### config.mk
export PLATFORM = sky130hd
export DESIGN_NAME = load_store_unit
export DESIGN_NICKNAME = d
export VERILOG_FILES = /design/src/rtl/load_store_unit.sv
export SDC_FILE = /design/constraint.sdc
export NUM_CORES = 1
export LEC_CHECK = 0
export ABC_AREA = 1
export BUFFER_PORTS_ARGS = -buffer_cell sky130_fd_sc_hd__buf_2
export CAP_MARGIN = 5
export CORE_ASPECT_RATIO = 1.75
export CORE_MARGIN = 2
export CORE_UTILIZATION = 30
export CTS_CLUSTER_SIZE = 12
export DETAILED_ROUTE_END_ITERATION = 7
export HOLD_SLACK_MARGIN = 0.15
export SLEW_MARGIN = 15
export SYNTH_ARGS = -nofsm -noshare
export SYNTH_HDL_FRONTEND = slang
export SYNTH_SLANG_ARGS = --single-unit
### constraint.sdc
create_clock -name clk -period 3.6 [get_ports clk]
set_input_delay 1.08 -clock clk [delete_from_list [all_inputs] [get_ports clk]]
set_output_delay 1.08 -clock clk [all_outputs]
set_load 0.05 [all_outputs]
### src/rtl/load_store_unit.sv
// rtl/load_store_unit.sv - byte/half/word load-store unit with read-modify-write for sub-word stores
//
// Ports:
//   clk, reset           clock and asynchronous active-low reset
//   req_valid/req_ready  request handshake (accept when both high on a rising edge)
//   req_write, funct3    store/load select and RISC-V width code
//   addr, store_data     byte address and store operand
//   done, fault          one-cycle completion pulse and reject flag valid with it
//   load_data            formatted load result, held until the next completed load
//   MemRead, MemWrite    data memory strobes (never both high)
//   Mem_Addr, wr_data    word index and write word to data memory
//   rd_data              combinational read word from data memory

module load_store_unit (
    input  logic        clk,
    input  logic        reset,
    input  logic        req_valid,
    input  logic        req_write,
    input  logic [2:0]  funct3,
    input  logic [31:0] addr,
    input  logic [31:0] store_data,
    output logic        req_ready,
    output logic        done,
    output logic        fault,
    output logic [31:0] load_data,
    output logic        MemRead,
    output logic        MemWrite,
    output logic [31:0] Mem_Addr,
    output logic [31:0] wr_data,
    input  logic [31:0] rd_data
);

    typedef enum logic [2:0] {
        S_IDLE,
        S_LOAD,
        S_STORE,
        S_RMW_RD,
        S_RMW_WR,
        S_RESP
    } state_t;

    state_t      state_q, state_d;
    logic [31:0] addr_q, addr_d;
    logic [2:0]  funct3_q, funct3_d;
    logic        write_q, write_d;
    logic [31:0] sdata_q, sdata_d;
    logic [31:0] merge_q, merge_d;
    logic [31:0] load_data_q, load_data_d;
    logic        fault_q, fault_d;

    logic        req_fault;
    logic        illegal;
    logic        misaligned;
    logic [31:0] load_fmt;
    logic [31:0] merged;
    logic [7:0]  sel_byte;
    logic [15:0] sel_half;

    // Request checks operate on the live inputs so the decision is latched at acceptance.
    always_comb begin
        if (req_write) begin
            illegal = funct3[2] | (funct3 == 3'b011);
        end else begin
            illegal = (funct3 == 3'b011) | (funct3[2:1] == 2'b11);
        end
        misaligned = ((funct3[1:0] == 2'b01) & addr[0]) |
                     ((funct3 == 3'b010) & (addr[1:0] != 2'b00));
        // Memory is 64 words, so any address bit above 7 is out of range.
        req_fault  = illegal | misaligned | (|addr[31:8]);
    end

    // Little-endian lane selection from the latched address.
    always_comb begin
        sel_byte = rd_data[{addr_q[1:0], 3'b000} +: 8];
        sel_half = addr_q[1] ? rd_data[31:16] : rd_data[15:0];
        case (funct3_q)
            3'b000:  load_fmt = {{24{sel_byte[7]}}, sel_byte};
            3'b001:  load_fmt = {{16{sel_half[15]}}, sel_half};
            3'b100:  load_fmt = {24'h0, sel_byte};
            3'b101:  load_fmt = {16'h0, sel_half};
            default: load_fmt = rd_data;
        endcase
    end

    // Sub-word store: replace only the addressed lanes of the word captured in RMW_RD.
    always_comb begin
        merged = merge_q;
        if (funct3_q[1:0] == 2'b00) begin
            merged[{addr_q[1:0], 3'b000} +: 8] = sdata_q[7:0];
        end else begin
            merged[{addr_q[1], 4'b0000} +: 16] = sdata_q[15:0];
        end
    end

    always_comb begin
        state_d     = state_q;
        addr_d      = addr_q;
        funct3_d    = funct3_q;
        write_d     = write_q;
        sdata_d     = sdata_q;
        merge_d     = merge_q;
        load_data_d = load_data_q;
        fault_d     = fault_q;
        case (state_q)
            S_IDLE: begin
                if (req_valid) begin
                    addr_d   = addr;
                    funct3_d = funct3;
                    write_d  = req_write;
                    sdata_d  = store_data;
                    fault_d  = req_fault;
                    if (req_fault) begin
                        state_d = S_RESP;
                    end else if (!req_write) begin
                        state_d = S_LOAD;
                    end else if (funct3 == 3'b010) begin
                        state_d = S_STORE;
                    end else begin
                        state_d = S_RMW_RD;
                    end
                end
            end
            S_LOAD: begin
                load_data_d = load_fmt;
                state_d     = S_RESP;
            end
            S_STORE: begin
                state_d = S_RESP;
            end
            S_RMW_RD: begin
                merge_d = rd_data;
                state_d = S_RMW_WR;
            end
            S_RMW_WR: begin
                state_d = S_RESP;
            end
            S_RESP: begin
                state_d = S_IDLE;
            end
            default: begin
                state_d = S_IDLE;
            end
        endcase
    end

    always_ff @(posedge clk or negedge reset) begin
        if (!reset) begin
            state_q     <= S_IDLE;
            addr_q      <= 32'h0;
            funct3_q    <= 3'b000;
            write_q     <= 1'b0;
            sdata_q     <= 32'h0;
            merge_q     <= 32'h0;
            load_data_q <= 32'h0;
            fault_q     <= 1'b0;
        end else begin
            state_q     <= state_d;
            addr_q      <= addr_d;
            funct3_q    <= funct3_d;
            write_q     <= write_d;
            sdata_q     <= sdata_d;
            merge_q     <= merge_d;
            load_data_q <= load_data_d;
            fault_q     <= fault_d;
        end
    end

    // Strobes and handshake are pure state decodes, so reset removes them immediately.
    assign req_ready = (state_q == S_IDLE);
    assign done      = (state_q == S_RESP);
    assign fault     = (state_q == S_RESP) & fault_q;
    assign MemRead   = (state_q == S_LOAD) | (state_q == S_RMW_RD);
    assign MemWrite  = (state_q == S_STORE) | (state_q == S_RMW_WR);
    assign Mem_Addr  = {2'b00, addr_q[31:2]};
    assign wr_data   = (state_q == S_STORE) ? sdata_q : merged;
    assign load_data = load_data_q;

endmodule

==> metrics.md, run 1 <==
| Metric | Value |
|---|---|
| Clock Path Buffers | `2` |
| Area leader, netlist | `dfrtp_1` |
| Sw Ratio | `54.4%` |
| Crit end category | `output port` |
| FP Rows | `75` |
| Post-route minimum period | `around 3500 ps` |
| Worst endpoint required time | `2520 ps` |
| Final GP Congestion | `0.879` |
| Pwr/cell area | `~1100 nW/um^2` |
| Type of the tightest min-delay check | `reg -> reg` |
| Most frequent cells in the layout | `293 x nand2_1, 196 x buf_2, 135 x dfrtp_1, 88 x inv_1` |
| Critical Path AT | `between 2000 and 2500 ps` |
| Die width | `~120 um` |
| GR peak layer | `met2` |
| CTS tree | `yes` |
| Die area | `about 26,000 um^2` |
| Max-slew violations | `0` |
| Worst-Margin Slew | `about 1000 ps` |
| Final Util | `37.2%` |
| Post-synth cell types | `38` |
| Slew headroom | `31.2%` |
| Max Cap Viol | `0` |
| Core area | `23,900 um^2` |
| RSZ-0062 raised after global routing | `false` |
| Combinational power share | `roughly three fifths` |
| Register area share after synthesis | `46.4%` |
| Met1 usage | `~22%` |
| Reg power frac | `approximately 24%` |
| Finished Cell Area | `between 8000 and 9000 um^2` |
| Commonest non-fill, non-tap cell in the layout | `nand2_1` |
| Iter 0 DRT Violations | `between 400 and 500` |
| Root Buffer | `clkbuf_16` |
| First-pass GRT wire length | `around 37,000 um` |
| Drt drc | `0` |
| Mapped Area | `slightly above 7000 um^2` |
| Number of global-route vias before repair | `around 6,600` |
| Final setup fails | `0` |
| Cell-internal power | `4650 uW` |
| Number of placed I/O pins | `~200` |
| Grt total ovfl | `0` |
| Met2 track utilization from global routing | `between 30 and 40%` |
| Synth Instances | `approximately 940` |
| Status | `completed` |
| Die Ht | `210 um` |
| Final Hold Vio Count | `0` |
| YS warnings | `0` |
| Power share of the clock group | `roughly 17%` |
| Clk_lat worst skew | `430 ps` |
| CP startpoint kind | `register` |
| Clk sinks | `about 140` |
| Setup CP Type | `reg -> out` |
| Final setup TNS | `0 ps` |
| Initial core utilization | `just over 30%` |
| DR vias/cell | `~4.8` |
| Routed WL per cell | `17.0 um` |
| Number of synthesized register bits | `135` |
| Num CTS Buffers | `17` |
| Fin crit share | `98.4%` |
| # fillers | `roughly 2,600` |
| Yosys top cell area share | `between 40% and 50%` |
| Remaining antenna violation count after routing | `0` |
| Largest net degree at the start of global routing | `66` |
| CP Max Fanout | `8` |
| Synth Area per Inst | `7.77 um^2` |
| Layout cells sized above 1 | `between 20% and 30%` |
| Lkg Pwr | `between 0.004 and 0.005 uW` |
| DP Area | `slightly above 8000 um^2` |
| CTS Hold Bufs | `0` |
| Layout area overhead | `22.4%` |
| Drt first pass iters | `7` |
| PortBufs | `approximately 200` |
| Post-Route WL | `24,000 um` |
| Final nets | `about 1,200` |
| Initial antenna violation count | `1` |
| CTS HTree Levels | `4` |
| Synth area leaders | `dfrtp_1 46%, nand2_1 15%, o21ai_0 5.4%` |
| N_diodes | `0` |
| Detailed-route via count | `just under 7,000` |
| Post-DP HPWL | `between 15,000 and 20,000 um` |
| Clk pin slew, worst setup/hold paths | `approximately 60 ps` |
| F_max | `roughly 0.28 GHz` |
| GRT Util Overall | `roughly a fifth` |
| Peak supply drop | `roughly 500 uV` |
| NetSw | `5540 uW` |
| Fin Clk Skew | `approximately 6.7 ps` |
| Met3 Usage GRT | `~3.3%` |
[sequential cells by signal, summed over array words and instances (netlist names)]
register   flops
funct3_q       3
fault_q        1
sdata_q       32
merge_q       32
load_data     32
addr_q        32
state_q        3
[per-stage QoR]
step / setup slack (ps) / hold slack (ps) / power [uW] / cells
after floorplan: 117 / 450 / 7140 / 938
after global placement: 475 / 457 / 8330 / 1378
after detailed placement: 435 / 460 / 8370 / 1378
after CTS: 6.20 / 475 / 10200 / 1410
after global routing: 4.87 / 496 / 10800 / 1412
final: 59.1 / 472 / 10200 / 1412
[metal layers]
layer | wire, um | share of wire (%)
met5 | 16 | 0.067
met2 | 12700 | 53
met4 | 841 | 3.5
met3 | 940 | 3.9
met1 | 9470 | 40
[cell usage after synthesis (all sizes together)]
master    n
nand2   298
dfrtp   135
inv      94
o21ai    82
nor2     75
buf      74
o22ai    39
a21oi    27
a22oi    23
nand3    21
o211ai   17
a31oi    15
clkbuf    9
o31ai     8
nor3      6
ha        5
clkinv    2
nor4      2
a211oi    1
conb      1
nand3b    1
nand4     1
o21a      1
[cell type report]
| class | instances | area [um^2] | share of cell area (%) |
|---|---|---|---|
| clock buffer | 18 | 439 | 4.93 |
| clock inverter | 13 | 156 | 1.76 |
| inverter | 96 | 362 | 4.06 |
| multi-input combinational | 625 | 3000 | 33.7 |
| sequential | 135 | 3380 | 37.9 |
| tap | 308 | 385 | 4.33 |
| timing repair buffer | 217 | 1180 | 13.3 |
[power groups by stage]
stage,Sequential (uW),Combinational [uW],Clock (uW)
floorplan,2990,4150,0
global placement,2460,5870,0
detailed placement,2470,5900,0
CTS,2460,5940,1810
global route,2530,6390,1880
finish,2460,5950,1770
[cell families after synthesis]
logic type               share of synthesized area [%]
AND/OR/NAND/NOR                                   22.3
AO/OA/AOI/OAI                                     17.4
buffers and inverters                             12.9
flip-flops                                        46.4
adder cells (fa/ha/maj)                          0.859
other                                           0.0515
[worst max-delay path, cell delays in order, from the launching register on]
cell	delay (ps)
dfrtp_1	370
inv_2	110
ha_1	370
nand2_1	220
o31ai_1	270
nand2_1	90
a31oi_1	280
clkbuf_4	310
[path summary, 6_finish.rpt]
path                                 endpoint  cells past startpoint  slack [ps]        from
worst max-delay path              wr_data[16]                      7          60   addr_q[1]
worst min-delay path               addr_q[24]                      2         470  addr_q[24]
worst max register to register     sdata_q[7]                      8        1700  state_q[1]
worst min register to register     addr_q[24]                      2         470  addr_q[24]
max in group asynchronous           addr_q[9]                      2        2200       reset
min in group asynchronous       load_data[21]                      1         630       reset
[timing repair]
item	4_1_cts	5_1_grt
gates resized for setup	4	6
pin swaps	1	1
setup endpoints to repair	4	20
buffers inserted	0	2
gates cloned	1	0
No activity file was read; power rests on OpenSTA's default activity.
==> inputs of run 2 (changes only) <==
==> constraint.sdc (replaced) <==
create_clock -name clk -period 3.6 [get_ports clk]
set_input_delay 0.9 -clock clk [delete_from_list [all_inputs] [get_ports clk]]
set_output_delay 0.9 -clock clk [all_outputs]
set_load 0.05 [all_outputs]
==> run 2 against run 1 <==
Net effect: flip-flop and latch count unchanged; clock skew about the same; setup slack gained 110 ps; critical endpoint is now wr_data[19]; largest cell class unchanged; largest power group unchanged.
==> metrics.md, run 2 (same netlist as run 1, synthesis figures left out) <==
| Metric | Value |
|---|---|
| PortBufs | `201 (unchanged)` |
| FP Rows | `75 (unchanged)` |
| Power share of the clock group | `17.2% (-0.2 points)` |
| Critical Path Max Stage Delay | `590 ps (+220 ps)` |
| Final GP Congestion | `0.879 (about the same)` |
| CTS tree | `yes` |
| WP buf/inv | `2 (unchanged)` |
| Status | `completed` |
| Post-Route WL | `23,900 um (-0.46%)` |
| Sw Ratio | `55.2% (+0.78 points)` |
| Combinational power share | `58.2% (-0.2 points)` |
| Area taken by flip-flops and latches | `3380 um^2 (about the same)` |
| Reg power frac | `24.6% (+0.4 points)` |
| Root Buffer | `clkbuf_16` |
| Drt drc | `0 (unchanged)` |
| Detailed-route via count | `6,677 (-1.2%)` |
| Layout cells sized above 1 | `24.0% (-0.71 points)` |
| Crit-path slowest cell | `ha_1` |
| Die width | `122 um (unchanged)` |
| Drt first pass iters | `7 (unchanged)` |
| Cell-internal power | `4460 uW (-3.9%)` |
| Routed WL per cell | `17.0 um (-0.18%)` |
| Clock Path Buffers | `2 (unchanged)` |
| Pwr/cell area | `1130 nW/um^2 (-0.90%)` |
| Grt total ovfl | `0 (unchanged)` |
| Fin crit share | `95.2% (-3.1 points)` |
| Postcts setup bufs | `0 (unchanged)` |
| Final setup TNS | `0 ps (unchanged)` |
| CTS HTree Levels | `4 (unchanged)` |
| Num CTS Buffers | `17 (unchanged)` |
| Slew headroom | `32.6% (+1.5 points)` |
| F_max | `0.292 GHz (+3.3%)` |
| CP Max Fanout | `31 (+23)` |
| Core area | `23,900 um^2 (unchanged)` |
| GRT Util Overall | `18.8% (-0.30 points)` |
| Iter 0 DRT Violations | `358 (-26%)` |
| Peak supply drop | `657 uV (+32%)` |
| Commonest non-fill, non-tap cell in the layout | `nand2_1` |
| Crit end category | `output port` |
| Lkg Pwr | `0.00473 uW (-1.1%)` |
| Initial core utilization | `30.4% (unchanged)` |
| CTS Hold Bufs | `0 (unchanged)` |
| Delay-heaviest family, CP | `buffers and inverters` |
| Final setup fails | `0 (unchanged)` |
| DR vias/cell | `4.74 (-0.87%)` |
| Layout area overhead | `20.7%` |
| Clk pin slew, worst setup/hold paths | `60 ps (about the same)` |
| CP most frequent cell | `nor2_1` |
| Final cell count without fillers | `1,408 (-0.28%)` |
| Crit path cell chain | `buf_4 > ha_1 > nor2_1 > nor2_1 > nand2_1 > a31oi_1 > buf_2` |
| RSZ-0062 raised after global routing | `false` |
| Final nets | `1,195 (-0.42%)` |
| Post-route minimum period | `3430 ps (-113 ps)` |
| Clk sinks | `135 (unchanged)` |
| Setup CP Type | `reg -> out` |
| CP startpoint kind | `register` |
| Type of the tightest min-delay check | `reg -> reg` |
| Number of global-route vias before repair | `6,637 (+1.0%)` |
| Multi-input logic area | `2970 um^2 (-1.2%)` |
| Final Hold Vio Count | `0 (unchanged)` |
| Die Ht | `210 um (unchanged)` |
| Remaining antenna violation count after routing | `0 (unchanged)` |
| # fillers | `2,539 (-1.0%)` |
| NetSw | `5490 uW (-0.87%)` |
| Max Cap Viol | `0 (unchanged)` |
| Worst-Margin Slew | `1010 ps (-22.0 ps)` |
| First-pass GRT wire length | `36,600 um (-1.3%)` |
| Die area | `25,600 um^2 (unchanged)` |
| Largest net degree at the start of global routing | `73 (+11%)` |
| Most frequent cells in the layout | `293 x nand2_1, 200 x buf_2, 134 x dfrtp_1, 89 x inv_1, 78 x o21ai_0` |
| Cell Count Post-Placement | `1,376 (-0.15%)` |
| Critical Path AT | `2530 ps (+70 ps)` |
| Number of placed I/O pins | `204 (unchanged)` |
| Max-slew violations | `0 (unchanged)` |
| Fin Clk Skew | `6.95 ps (+0.288 ps)` |
| Clk_lat worst skew | `430 ps (about the same)` |
| Worst endpoint required time | `2700 ps (+180 ps)` |
| Post-DP HPWL | `18,000 um (-1.7%)` |
| Initial antenna violation count | `0 (-1)` |
## run 2: cell count changes in the layout (fill, tap and decap cells not counted), sizes merged
cell,delta
bufinv,-1
clkbuf,-1
buf,-2
nor2,-1
diode,+1
## run 2: power by group through the flow
stage               clock network, uW  registers (uW)  logic (uW)
floorplan                           0            2990        4140
global placement                    0            2460        5770
detailed placement                  0            2460        5810
CTS                              1760            2450        5830
global route                     1810            2520        6220
finish                           1710            2450        5790
## run 2: path summary, 6_finish.rpt
| check | from | to | slack [ps] | depth (start not counted) |
|---|---|---|---|---|
| worst max-delay path | addr_q[1] | wr_data[19] | 170 | 7 |
| worst min-delay path | addr_q[15] | addr_q[15] | 470 | 2 |
| worst max register to register | state_q[1] | sdata_q[5] | 1380 | 6 |
| worst min register to register | addr_q[15] | addr_q[15] | 470 | 2 |
| max in group asynchronous | reset | load_data[9] | 2400 | 2 |
| min in group asynchronous | reset | load_data[20] | 480 | 1 |
## run 2: worst register-to-register path, delay by kind of cell, from the launching register on
family	cells	cell delay, ps
buffers and inverters	2	810
AOI/OAI and AO/OA	1	570
DFF	1	500
and+or+nand+nor	3	230
## run 2: repair_timing
action / CTS / global route
gates resized for setup: 0 / 2
endpoints found under the hold margin: 0 / 0
setup endpoints to repair: 0 / 11
## run 2: final cells by class
cell class / instances / area share [%]
Timing Repair Buffer: 213 / 12.7
Sequential cell: 135 / 38.5
Clock buffer: 19 / 5.04
Antenna cell: 1 / 0.0285
Tap cell: 308 / 4.39
Inverter: 96 / 4.12
Clock inverter: 12 / 1.48
Multi-Input combinational cell: 624 / 33.8
## run 2: metal layers
metal / GRT usage, % / wire [um]
met1: 21.7 / 9480
met5: 0 / 0
met4: 8.72 / 881
met3: 4.17 / 1140
met2: 32.6 / 12400
## run 2: through the flow
stage               hold WS [ps]  total power, uW  setup slack, ps  utilization (%)  area, um^2
global route                 488            10500             12.1             36.7        8780
floorplan                    450             7130             60.3                -        7280
CTS                          476            10000              118             36.7        8780
finish                       472             9950              172             36.7        8780
detailed placement           460             8270              596             34.3        8210
global placement             457             8230              609             34.3        8210
==> inputs of run 3 (changes only) <==
--- a/config.mk
+++ b/config.mk
@@ -8,12 +8,15 @@
 export ABC_AREA = 1
 export BUFFER_PORTS_ARGS = -buffer_cell sky130_fd_sc_hd__buf_2
 export CAP_MARGIN = 5
+export CELL_PAD_IN_SITES_DETAIL_PLACEMENT = 1
+export CELL_PAD_IN_SITES_GLOBAL_PLACEMENT = 2
 export CORE_ASPECT_RATIO = 1.75
 export CORE_MARGIN = 2
 export CORE_UTILIZATION = 30
 export CTS_CLUSTER_SIZE = 12
 export DETAILED_ROUTE_END_ITERATION = 7
 export HOLD_SLACK_MARGIN = 0.15
+export PLACE_DENSITY = 0.92
 export SLEW_MARGIN = 15
 export SYNTH_ARGS = -nofsm -noshare
 export SYNTH_HDL_FRONTEND = slang
==> run 3 against run 2 <==
Net effect: sequential power is 2% higher; register-to-register slack is essentially flat; cell count increased by 0.43%; clock skew hardly changed; maximum frequency rose by 0.20%; setup slack better by 6.9 ps; hold slack worse by 49 ps; utilization is 0.69 points higher; global-route usage is 2.2 points higher; final area increased by 1.9%; total power up 5.0%.
==> metrics.md, run 3 (same netlist as run 1, synthesis figures left out) <==
| Metric | Value |
|---|---|
| Final nets | `1,195 (unchanged)` |
| GRT Util Overall | `21.0% (+2.2 points)` |
| Slew headroom | `28.5% (-4.1 points)` |
| FF-to-FF Start | `state_q[1]` |
| First-pass GRT wire length | `40,600 um (+11%)` |
| Final setup TNS | `0 ps (unchanged)` |
| Final setup fails | `0 (unchanged)` |
| Core area | `23,900 um^2 (unchanged)` |
| Final cell count without fillers | `1,414 (+0.43%)` |
| GR peak layer | `met2` |
| Final Hold Vio Count | `0 (unchanged)` |
| Die width | `122 um (unchanged)` |
| Status | `completed` |
| CTS tree | `yes` |
| # fillers | `3,025 (+19%)` |
| Commonest non-fill, non-tap cell in the layout | `nand2_1` |
| FP Rows | `75 (unchanged)` |
| Remaining antenna violation count after routing | `0 (unchanged)` |
| Peak supply drop | `453 uV (-31%)` |
| Clock Path Buffers | `2 (unchanged)` |
| PortBufs | `201 (unchanged)` |
| Fin Clk Skew | `7.27 ps (+0.319 ps)` |
| Met3 Usage GRT | `4.19% (+0.027 points)` |
| Post-DP HPWL | `19,600 um (+9.1%)` |
| CP Max Fanout | `8 (-74%)` |
| Clk sinks | `135 (unchanged)` |
| Root Buffer | `clkbuf_16` |
| Hold slack | `422 ps (-49.4 ps)` |
| Layout area overhead | `22.9%` |
| RSZ-0062 raised after global routing | `false` |
| Layout cells sized above 1 | `24.4% (+0.36 points)` |
| Max Cap Viol | `0 (unchanged)` |
| Num CTS Buffers | `17 (unchanged)` |
| F_max | `0.292 GHz (+0.20%)` |
| Critical path origin | `addr_q[1]` |
| Final Util | `37.4% (+0.69 points)` |
| Routed WL per cell | `18.8 um (+11%)` |
| Max-slew violations | `0 (unchanged)` |
| Post-route minimum period | `3420 ps (-6.94 ps)` |
| Die Ht | `210 um (unchanged)` |
| CTS HTree Levels | `4 (unchanged)` |
| Fin crit share | `95.0% (-0.19 points)` |
| Pwr/cell area | `1170 nW/um^2 (+3.1%)` |
| Crit end category | `output port` |
| Initial core utilization | `30.4% (unchanged)` |
| Met1 usage | `22.6% (+0.91 points)` |
| Drt drc | `0 (unchanged)` |
| Die area | `25,600 um^2 (unchanged)` |
| Worst-Margin Slew | `1070 ps (+61.8 ps)` |
| Most frequent cells in the layout | `293 x nand2_1, 195 x buf_2, 134 x dfrtp_1, 88 x inv_1, 78 x o21ai_0` |
| Iter 0 DRT Violations | `326 (-8.9%)` |
| Largest net degree at the start of global routing | `73 (unchanged)` |
| Clk pin slew, worst setup/hold paths | `60 ps (about the same)` |
| Cell Count Post-Placement | `1,374 (-0.15%)` |
| R2r setup slk | `1390 ps (about the same)` |
| Initial antenna violation count | `8 (+8)` |
| Clk_lat worst skew | `440 ps (about the same)` |
| Postcts setup bufs | `0 (unchanged)` |
| End of the critical path | `wr_data[19]` |
| Number of placed I/O pins | `204 (unchanged)` |
| Lkg Pwr | `0.00479 uW (+1.3%)` |
| Type of the tightest min-delay check | `in -> async` |
| DR vias/cell | `4.87 (+2.7%)` |
| Post-Route WL | `26,500 um (+11%)` |
| Worst endpoint required time | `2700 ps (about the same)` |
| Grt total ovfl | `0 (unchanged)` |
| Final GP Congestion | `0.865 (-1.6%)` |
| Met2 track utilization from global routing | `36.7% (+4.1 points)` |
| FF-to-FF End | `sdata_q[1]` |
| Number of global-route vias before repair | `7,402 (+12%)` |
| CP startpoint kind | `register` |
| Critical Path AT | `2520 ps (about the same)` |
| R2R depth | `6 (unchanged)` |
| Drt first pass iters | `4 (-3)` |
| Detailed-route via count | `6,888 (+3.2%)` |
| Setup CP Type | `reg -> out` |
## run 3: cell count changes in the layout (fill, tap and decap cells not counted), sizes merged, moves of 3 or more
| cell | delta |
|---|---|
| buf | -5 |
| diode | +6 |
| clkbuf | +7 |
| clkinv | -4 |
| clkinvlp | -3 |
| bufinv | +3 |
## run 3: power by group
group          total, uW  switching [uW]  internal, uW
logic               5980            4540          1450
registers           2500             432          2070
clock network       1960             668          1300
total              10500            5640          4810
## run 3: critical path, cell delays in order, from the launching register on
cell and delay, ps:
dfrtp_1 450, inv_2 150, ha_1 380, nand2_1 200, o31ai_1 260, nand2_1 70
a31oi_1 240, buf_2 330
## run 3: cell type report
cell class,count,area [um^2],area share [%]
Antenna cell,7,17.5,0.196
Clock buffer,23,488,5.45
Clock inverter,8,168,1.87
Inverter,96,365,4.08
Multi-Input combinational cell,626,3010,33.6
Sequential cell,135,3380,37.8
Tap cell,308,385,4.31
Timing Repair Buffer,211,1140,12.7
## run 3: repair_timing
| action | CTS | global route |
|---|---|---|
| endpoints found under the hold margin | 0 | 0 |
| hold buffers | 0 | 0 |
| gates resized for setup | 2 | 10 |
| pin swaps | 0 | 2 |
| gates cloned | 0 | 2 |
| setup endpoints to repair | 15 | 29 |
## run 3: how the worst min path moves through the flow
stage                            from          end  slack [ps]  cells after the start
after floorplan           sdata_q[16]  sdata_q[16]         450                      2
after global routing            reset    addr_q[5]         480                      1
after detailed placement   addr_q[30]   addr_q[30]         460                      2
final                           reset    addr_q[5]         420                      1
after CTS                       reset    addr_q[5]         480                      1
after global placement     addr_q[24]   addr_q[24]         460                      2
## run 3: stage by stage
step	power, uW	area [um^2]	setup slack, ps
6_report	10500	8950	179
5_1_grt	11100	8950	15.8
4_1_cts	10500	8880	29.8
3_5_place_dp	8420	8220	402
3_3_place_gp	8330	8220	483
2_1_floorplan	7130	7280	60.3
## run 3: per-layer routing
metal | share of wire, % | wire [um]
met1 | 38 | 10200
met2 | 53 | 14000
met3 | 3.3 | 881
met4 | 5.5 | 1450
met5 | 0.019 | 5
